### src/rtl/hatch_pkg.sv
// Shared types and constants for the egg-hatch incubation sequencer and display.
package hatch_pkg;

  typedef enum logic [2:0] {
    IDLE  = 3'd0,
    RUN   = 3'd1,
    PAUSE = 3'd2,
    DONE  = 3'd3,
    FAIL  = 3'd4
  } state_t;

  localparam int unsigned NUM_W          = 4;
  localparam int unsigned LAST_STAGE_DEF = 11;

endpackage

### src/rtl/hatch_ctrl_sec_tick_gen.sv
// One-second prescaler: counts 0..CLK_HZ-1 while enabled, freezes otherwise.
module sec_tick_gen #(
  parameter int unsigned CLK_HZ = 1000
) (
  input  logic clk,
  input  logic rst,
  input  logic en,
  input  logic clr,
  output logic tick
);

  localparam int unsigned PW = (CLK_HZ > 1) ? $clog2(CLK_HZ) : 1;
  localparam logic [PW-1:0] PMAX = PW'(CLK_HZ - 1);

  logic [PW-1:0] pre_q, pre_d;

  always_comb begin
    pre_d = pre_q;
    if (clr)
      pre_d = '0;
    else if (en)
      pre_d = (pre_q == PMAX) ? '0 : pre_q + 1'b1;
  end

  // Gated by en so a prescaler frozen at its top value cannot tick while paused.
  assign tick = en && (pre_q == PMAX);

  always_ff @(posedge clk or posedge rst) begin
    if (rst)
      pre_q <= '0;
    else
      pre_q <= pre_d;
  end

endmodule

### src/rtl/hatch_ctrl.sv
// Incubation sequencer: advances the hatch stage once per STAGE_SEC good seconds,
// handles start/pause keys and aborts after FAULT_SEC consecutive fault seconds.
module hatch_ctrl
  import hatch_pkg::*;
#(
  parameter int unsigned CLK_HZ     = 1000,
  parameter int unsigned STAGE_SEC  = 5,
  parameter int unsigned LAST_STAGE = LAST_STAGE_DEF,
  parameter int unsigned FAULT_SEC  = 3
) (
  input  logic             clk,
  input  logic             rst,
  input  logic             start,
  input  logic             pause,
  input  logic             temp_ok,
  output logic             st,
  output logic [NUM_W-1:0] num,
  output logic             temp,
  output logic             done,
  output logic             fail
);

  localparam int unsigned SEC_W = (STAGE_SEC > 1) ? $clog2(STAGE_SEC) : 1;
  localparam int unsigned FLT_W = (FAULT_SEC > 0) ? $clog2(FAULT_SEC + 1) : 1;
  localparam logic [NUM_W-1:0] LAST_V  = NUM_W'(LAST_STAGE);
  localparam logic [SEC_W-1:0] SEC_TOP = SEC_W'(STAGE_SEC - 1);
  localparam logic [FLT_W-1:0] FLT_TOP = FLT_W'(FAULT_SEC);

  if (LAST_STAGE > 15 || LAST_STAGE < 1) begin : g_bad_last_stage
    $error("hatch_ctrl: LAST_STAGE must be in 1..15");
  end

  state_t           state_q, state_d;
  logic [NUM_W-1:0] num_q, num_d;
  logic [SEC_W-1:0] sec_cnt_q, sec_cnt_d;
  logic [FLT_W-1:0] fault_cnt_q, fault_cnt_d;
  logic             st_q, st_d;
  logic             temp_q, temp_d;
  logic             done_q, done_d;
  logic             fail_q, fail_d;
  logic             sec_tick;
  logic             pre_clr;

  sec_tick_gen #(
    .CLK_HZ(CLK_HZ)
  ) u_tick (
    .clk (clk),
    .rst (rst),
    .en  (state_q == RUN),
    .clr (pre_clr),
    .tick(sec_tick)
  );

  always_comb begin
    state_d     = state_q;
    num_d       = num_q;
    sec_cnt_d   = sec_cnt_q;
    fault_cnt_d = fault_cnt_q;
    st_d        = st_q;
    temp_d      = temp_q;
    done_d      = done_q;
    fail_d      = fail_q;
    pre_clr     = 1'b0;

    case (state_q)
      IDLE: begin
        st_d   = 1'b0;
        num_d  = '0;
        temp_d = 1'b0;
        done_d = 1'b0;
        fail_d = 1'b0;
        if (start) begin
          state_d     = RUN;
          st_d        = 1'b1;
          sec_cnt_d   = '0;
          fault_cnt_d = '0;
          pre_clr     = 1'b1;
        end
      end

      RUN: begin
        st_d   = 1'b1;
        temp_d = ~temp_ok;
        if (sec_tick) begin
          if (temp_ok) begin
            fault_cnt_d = '0;
            if (sec_cnt_q == SEC_TOP) begin
              sec_cnt_d = '0;
              num_d     = num_q + 1'b1;
              if (num_q + 1'b1 == LAST_V) begin
                state_d = DONE;
                done_d  = 1'b1;
                temp_d  = 1'b0;
              end
            end else begin
              sec_cnt_d = sec_cnt_q + 1'b1;
            end
          end else begin
            fault_cnt_d = fault_cnt_q + 1'b1;
            if (fault_cnt_q + 1'b1 == FLT_TOP) begin
              state_d = FAIL;
              fail_d  = 1'b1;
              temp_d  = 1'b1;
            end
          end
        end
        // Tick update lands first; pause only redirects if we are still running.
        if (pause && state_d == RUN)
          state_d = PAUSE;
      end

      PAUSE: begin
        st_d   = 1'b1;
        temp_d = ~temp_ok;
        if (pause)
          state_d = RUN;
      end

      DONE: begin
        st_d   = 1'b1;
        num_d  = LAST_V;
        temp_d = 1'b0;
        done_d = 1'b1;
        if (start) begin
          state_d     = RUN;
          num_d       = '0;
          sec_cnt_d   = '0;
          fault_cnt_d = '0;
          done_d      = 1'b0;
          pre_clr     = 1'b1;
        end
      end

      FAIL: begin
        st_d   = 1'b1;
        temp_d = 1'b1;
        fail_d = 1'b1;
        if (start) begin
          state_d = IDLE;
          st_d    = 1'b0;
          num_d   = '0;
          temp_d  = 1'b0;
          fail_d  = 1'b0;
        end
      end

      default: begin
        state_d = IDLE;
        st_d    = 1'b0;
        num_d   = '0;
        temp_d  = 1'b0;
        done_d  = 1'b0;
        fail_d  = 1'b0;
      end
    endcase
  end

  always_ff @(posedge clk or posedge rst) begin
    if (rst) begin
      state_q     <= IDLE;
      num_q       <= '0;
      sec_cnt_q   <= '0;
      fault_cnt_q <= '0;
      st_q        <= 1'b0;
      temp_q      <= 1'b0;
      done_q      <= 1'b0;
      fail_q      <= 1'b0;
    end else begin
      state_q     <= state_d;
      num_q       <= num_d;
      sec_cnt_q   <= sec_cnt_d;
      fault_cnt_q <= fault_cnt_d;
      st_q        <= st_d;
      temp_q      <= temp_d;
      done_q      <= done_d;
      fail_q      <= fail_d;
    end
  end

  assign st   = st_q;
  assign num  = num_q;
  assign temp = temp_q;
  assign done = done_q;
  assign fail = fail_q;

endmodule

### config.mk
export PLATFORM = sky130hd
export DESIGN_NAME = hatch_ctrl
export DESIGN_NICKNAME = d
export VERILOG_FILES = /design/src/rtl/hatch_pkg.sv /design/src/rtl/hatch_ctrl_sec_tick_gen.sv /design/src/rtl/hatch_ctrl.sv
export SDC_FILE = /design/constraint.sdc
export NUM_CORES = 1
export LEC_CHECK = 0
export CORE_AREA = 2 2 58 60
export DETAILED_ROUTE_END_ITERATION = 8
export DIE_AREA = 0 0 60 62
export PLACE_DENSITY = 0.73
export SETUP_SLACK_MARGIN = 0.02
export SKIP_LAST_GASP = 1
export SYNTH_ARGS = -nofsm -noshare
export SYNTH_HDL_FRONTEND = slang
export SYNTH_HIERARCHICAL = 1
export SYNTH_SLANG_ARGS = --single-unit
### constraint.sdc
create_clock -name clk -period 3.15 [get_ports clk]
set_input_delay 0.63 -clock clk [delete_from_list [all_inputs] [get_ports clk]]
set_output_delay 0.63 -clock clk [all_outputs]
set_load 0.02 [all_outputs]
# After elaboration in Yosys (flattened, before gate mapping)
# Cells that the tools add are included.
[word_totals]
regBits = 26
input_bits = 5
output_inout_bits = 8
wordCells = 97
[op_classes]
add_sub_neg = 4
n_eq_ne = 18
muxes = 47
n_bitwise = 4
n_reduce_logical = 15
[op_table]
columns = ["op", "n"]
rows = [
  ["two-way mux 3 bit", 13],
  ["two-way mux 10 bit", 3],
  ["two-way mux 4 bit", 5],
  ["!= test 2 bit (second input constant)", 8],
  ["case mux 4 bit (4 select lines)", 1],
  ["two-way mux 1 bit", 15],
  ["case mux 1 bit (3 select lines)", 4],
  ["case mux 3 bit (4 select lines)", 1],
  ["adder 10 x 1 -> 10 bit (second input constant)", 1],
  ["equality test 10 bit (second input constant)", 1],
  ["AND reduction 5 bit", 2],
  ["AND reduction 4 bit", 2],
  ["equality test 3 x 1 -> 1 bit (second input constant)", 2],
  ["equality test 3 x 2 -> 1 bit (second input constant)", 2],
  ["equality test 3 bit (second input constant)", 2],
  ["two-way mux 2 bit", 3],
  ["case mux 3 bit (2 select lines)", 1],
  ["AND reduction 3 bit", 2],
  ["OR reduction 2 bit", 3],
  ["adder 4 x 1 -> 4 bit (second input constant)", 1],
  ["equality test 4 bit (second input constant)", 1],
  ["NOT 1 bit", 4],
  ["case mux 2 bit (2 select lines)", 1],
  ["nonzero test 2 bit", 2],
  ["7 further kinds", 8],
]

# Depth between registers and ports, before layout
[logic_depth]
depth_word = 11
ltp_mapped = 8

# Modules after synthesis
# The synthesis kept the hierarchy.
[modules_own_cells]
columns = ["mod", "instances", "cells_each", "area_each_um2", "seq_area_each_um2"]
rows = [
  ["hatch_ctrl", 1, 115, 1106.1, 400.4],
  ["sec_tick_gen", 1, 57, 555.5, 250.2],
]

# Least setup slack after synthesis
# Ideal clock, no wire load.
[synth_path]
kind = "reg2reg"
from = "register state_q[1]"
to = "register sec_cnt_q[0]"
t_arrival_ns = 2.346
required_ns = 3.086
slack_ns = 0.739
stages_incl_launch_ff = 9
path_buffers = 0
period_less_slack_ns = 2.411
cell_sequence = "dfrtp_1 -> or3b_4 -> inv_2 -> inv_1 -> nor4_1 -> mux2_2 -> o2111ai_4 -> a2111oi_2 -> a21o_1"
[synth_between]
elab_chain_len = 4
[synth_rtl]
columns = ["element", "line_no", "rtl"]
rows = [
  ["start, declared", "hatch_ctrl.sv:33", "state_t state_q, state_d;"],
  ["start signal, assigned", "hatch_ctrl.sv:169", "state_q <= state_d;"],
  ["equality test 3 x 1 -> 1 bit", "hatch_ctrl.sv:49", ".en (state_q == RUN),"],
  ["logical AND 1 bit", "hatch_ctrl_sec_tick_gen.sv:26", "assign tick = en && (pre_q == PMAX);"],
  ["net sec_tick", "hatch_ctrl.sv:41", "logic sec_tick;"],
  ["!= test 2 bit (no source line)", "--", ""],
  ["AND reduction 4 bit (no source line)", "--", ""],
  ["end signal, assigned", "hatch_ctrl.sv:171", "sec_cnt_q <= sec_cnt_d;"],
  ["end, declared", "hatch_ctrl.sv:35", "logic [SEC_W-1:0] sec_cnt_q, sec_cnt_d;"],
]
# The timed path passes the listed nets, and every way through them passes these cells.
# A chain may end at the register's enable or synchronous reset.

# Worst setup path in the final report
[layout_path]
from = "register state_q[0]"
to = "register num_q[2], in the netlist num[2]"
[layout_between]
elab_chain_len = 4
[layout_rtl]
columns = ["element", "line_no", "rtl"]
rows = [
  ["equality test 3 x 1 -> 1 bit", "hatch_ctrl.sv:49", ""],
  ["logical AND 1 bit", "hatch_ctrl_sec_tick_gen.sv:26", ""],
  ["net sec_tick", "hatch_ctrl.sv:41", ""],
  ["!= test 2 bit (no source line)", "--", ""],
  ["AND reduction 5 bit (no source line)", "--", ""],
  ["end signal, assigned", "hatch_ctrl.sv:170", "num_q <= num_d;"],
  ["end, declared", "hatch_ctrl.sv:34", "logic [NUM_W-1:0] num_q, num_d;"],
]
# The timed path passes the listed nets, and every way through them passes these cells.

==> results.ini <==
[sta]
fin_setup_tns_ps=0
max_slew.worst_pin.slew_ps=626
max_slew_margin=0.578
finalCritPeriodShare=0.876
setup-violations-final=0
grt_setup_unrepaired=false
finalClockSkew_ps=10.7
finalHoldViolations=0
fmax_mhz=362
drv_slew=0
period_minus_slack_ps=2760

[clock_network]
clk_latency_ps=320
root_buffer=clkbuf_4
htreeDepth=1
clock_path_buffers=2
cts_buffers=3
clock_sinks=26
cts_tree=built
cts.clk_slew.worst_paths_ps=130

[hold_path]
min_path_type=reg2reg

[final_layout]
layout_commonest_cell=dfrtp_1
fin_nets=199
utilization=0.585
most-common-layout-cells=26 x dfrtp_1, 15 x inv_1, 12 x a21oi_1, 12 x nand2_1, 12 x clkdlybuf4s50_1
n_antenna_cell=0
syn2layout_area_growth_pct=11.9
drive_above_1_share=0.134

[global_route]
grt_max_degree=17
grt_pass1_wl_um=5580
antenna_found_initial=0
grt_pass1_vias=1186
gr-total-overflow=0
grt_usage=0.201

[detailed_routing]
vias=1321
drt_first_pass_iters=4
detail_route.wl_per_cell_um=14.2
drt_first_iter_violations=71
route.detailed.drc=0
ant_nets=0
wl_um=3290
viasPerCell=5.69

[die]
die_w_um=60
core_area_mm2=0.00318
fp.dieH_um=62
start_util=0.523
row_count=21
die_area_mm2=0.00372
io_pins=13

[critical_path]
critPathKind=reg2reg
cp-end-kind=flop
start_kind=flop
cp.required_ps=3350
worst-path-max-fanout=14
worstPathArrival_ps=2960

[status]
status=finished, final reports clean

[logic_synthesis]
synth-seq-cells=26
synth-async-reset-ratio=1.00
synth_top_flop_cell=dfrtp_1
syn_avg_cell_area_um2=9.66
netlist_instances=172
synth.net_count=183
synth.distinct_cells=54
synth_seq_area_share=0.392
synth_edf_count=0
netlist_area_mm2=0.00166
yosys_warnings=6

[pwr]
leakage_nw=0.744
p_per_area_mw_per_mm2=749
ir_drop_uv=406

[run]
maxCapViolCount=0

[placement]
port_buffers=12
place.gp.congestion=0.890
dp.final_hpwl_um=2460

layout make-up:
| cell class | count | area (µm²) |
|---|---|---|
| timing repair buffer | 15 | 143 |
| fill | 271 | 1320 |
| clock buffer | 3 | 22.5 |
| tap | 46 | 57.6 |
| inverter | 16 | 60.1 |
| multi-input combinational | 126 | 926 |
| sequential | 26 | 651 |
metrics by stage:
stage	hold slack (ps)	area (µm²)	worst slack [ps]	cells	total power, mW
6_report	490	1860	389	232	1.39
2_1_floorplan	445	1660	739	172	1.07
4_1_cts	494	1850	270	232	1.41
5_1_grt	521	1860	170	232	1.52
3_5_place_dp	476	1830	292	229	1.27
3_3_place_gp	465	1830	436	229	1.23
worst max-delay path, cell delays in order (launching register included):
cell	delay, ps
dfrtp_1	610
or3b_4	490
inv_2	150
inv_1	130
nor4_2	430
and4_1	380
o221ai_4	200
o21ai_2	180
o21ai_2	70
logic make-up after synthesis:
group	share of synthesized area
AO/OA/AOI/OAI	0.257
XOR/XNOR	0.0211
adder cells (fa/ha/maj)	0.0452
buffers and inverters	0.0550
flip-flops	0.392
multiplexers	0.0136
AND/OR/NAND/NOR	0.217
where the power goes:
group	total [mW]	switching, mW	internal (mW)
combinational	0.738	0.415	0.324
clock	0.137	0.0920	0.0448
sequential	0.518	0.105	0.413
total	1.39	0.612	0.781
state kept, by name (all words and copies together) (netlist names):
register	flops
done	1
state_q	3
sec_cnt_q	3
fail	1
num	4
fault_cnt_q	2
u_tick/pre_q	10
st	1
temp	1
final timing paths:
path / from / end / slack, ps / cells after the start
max: state_q[0] / num[2] / 390 / 8
min: fault_cnt_q[0] / fault_cnt_q[0] / 490 / 1
max reg2reg: state_q[0] / num[2] / 390 / 8
min reg2reg: fault_cnt_q[0] / fault_cnt_q[0] / 490 / 1
max in group asynchronous: rst / num[1] / 2040 / 2
min in group asynchronous: rst / u_tick/pre_q[4] / 600 / 2
cells in the mapped netlist, types with 2 or more instances:
master,number,area (µm²)
o21ai_2,4,35.0
or4b_4,2,27.5
ha_1,6,75.1
and2_1,2,12.5
o21ai_0,5,25.0
nor2b_1,2,12.5
or4_1,4,30.0
o211ai_1,3,22.5
nand3_1,6,30.0
a21oi_1,12,60.1
xnor2_1,3,26.3
o31ai_1,6,45.0
nand2_1,12,45.0
nand3b_1,2,15.0
nand2b_1,6,37.5
mux2_2,2,22.5
inv_1,15,56.3
o311ai_0,2,17.5
o21ai_1,7,35.0
and4_1,2,17.5
nor2_1,10,37.5
dfrtp_1,26,651
buf_4,2,15.0
per-layer routing:
| layer | track usage | routed length (µm) |
|---|---|---|
| met3 | 0.0248 | 108 |
| met4 | 0.0667 | 34 |
| met1 | 0.278 | 1580 |
| met2 | 0.328 | 1570 |
| met5 | 0 | 0 |
timing repair:
action | CTS | global route
hold buffers | 0 | 0
resized for setup | 0 | 1
hold endpoints to repair | 0 | 0
endpoints found under the setup margin | 0 | 5
setup buffers | 0 | 0
Note: power is estimated with default switching activity, not from simulation.
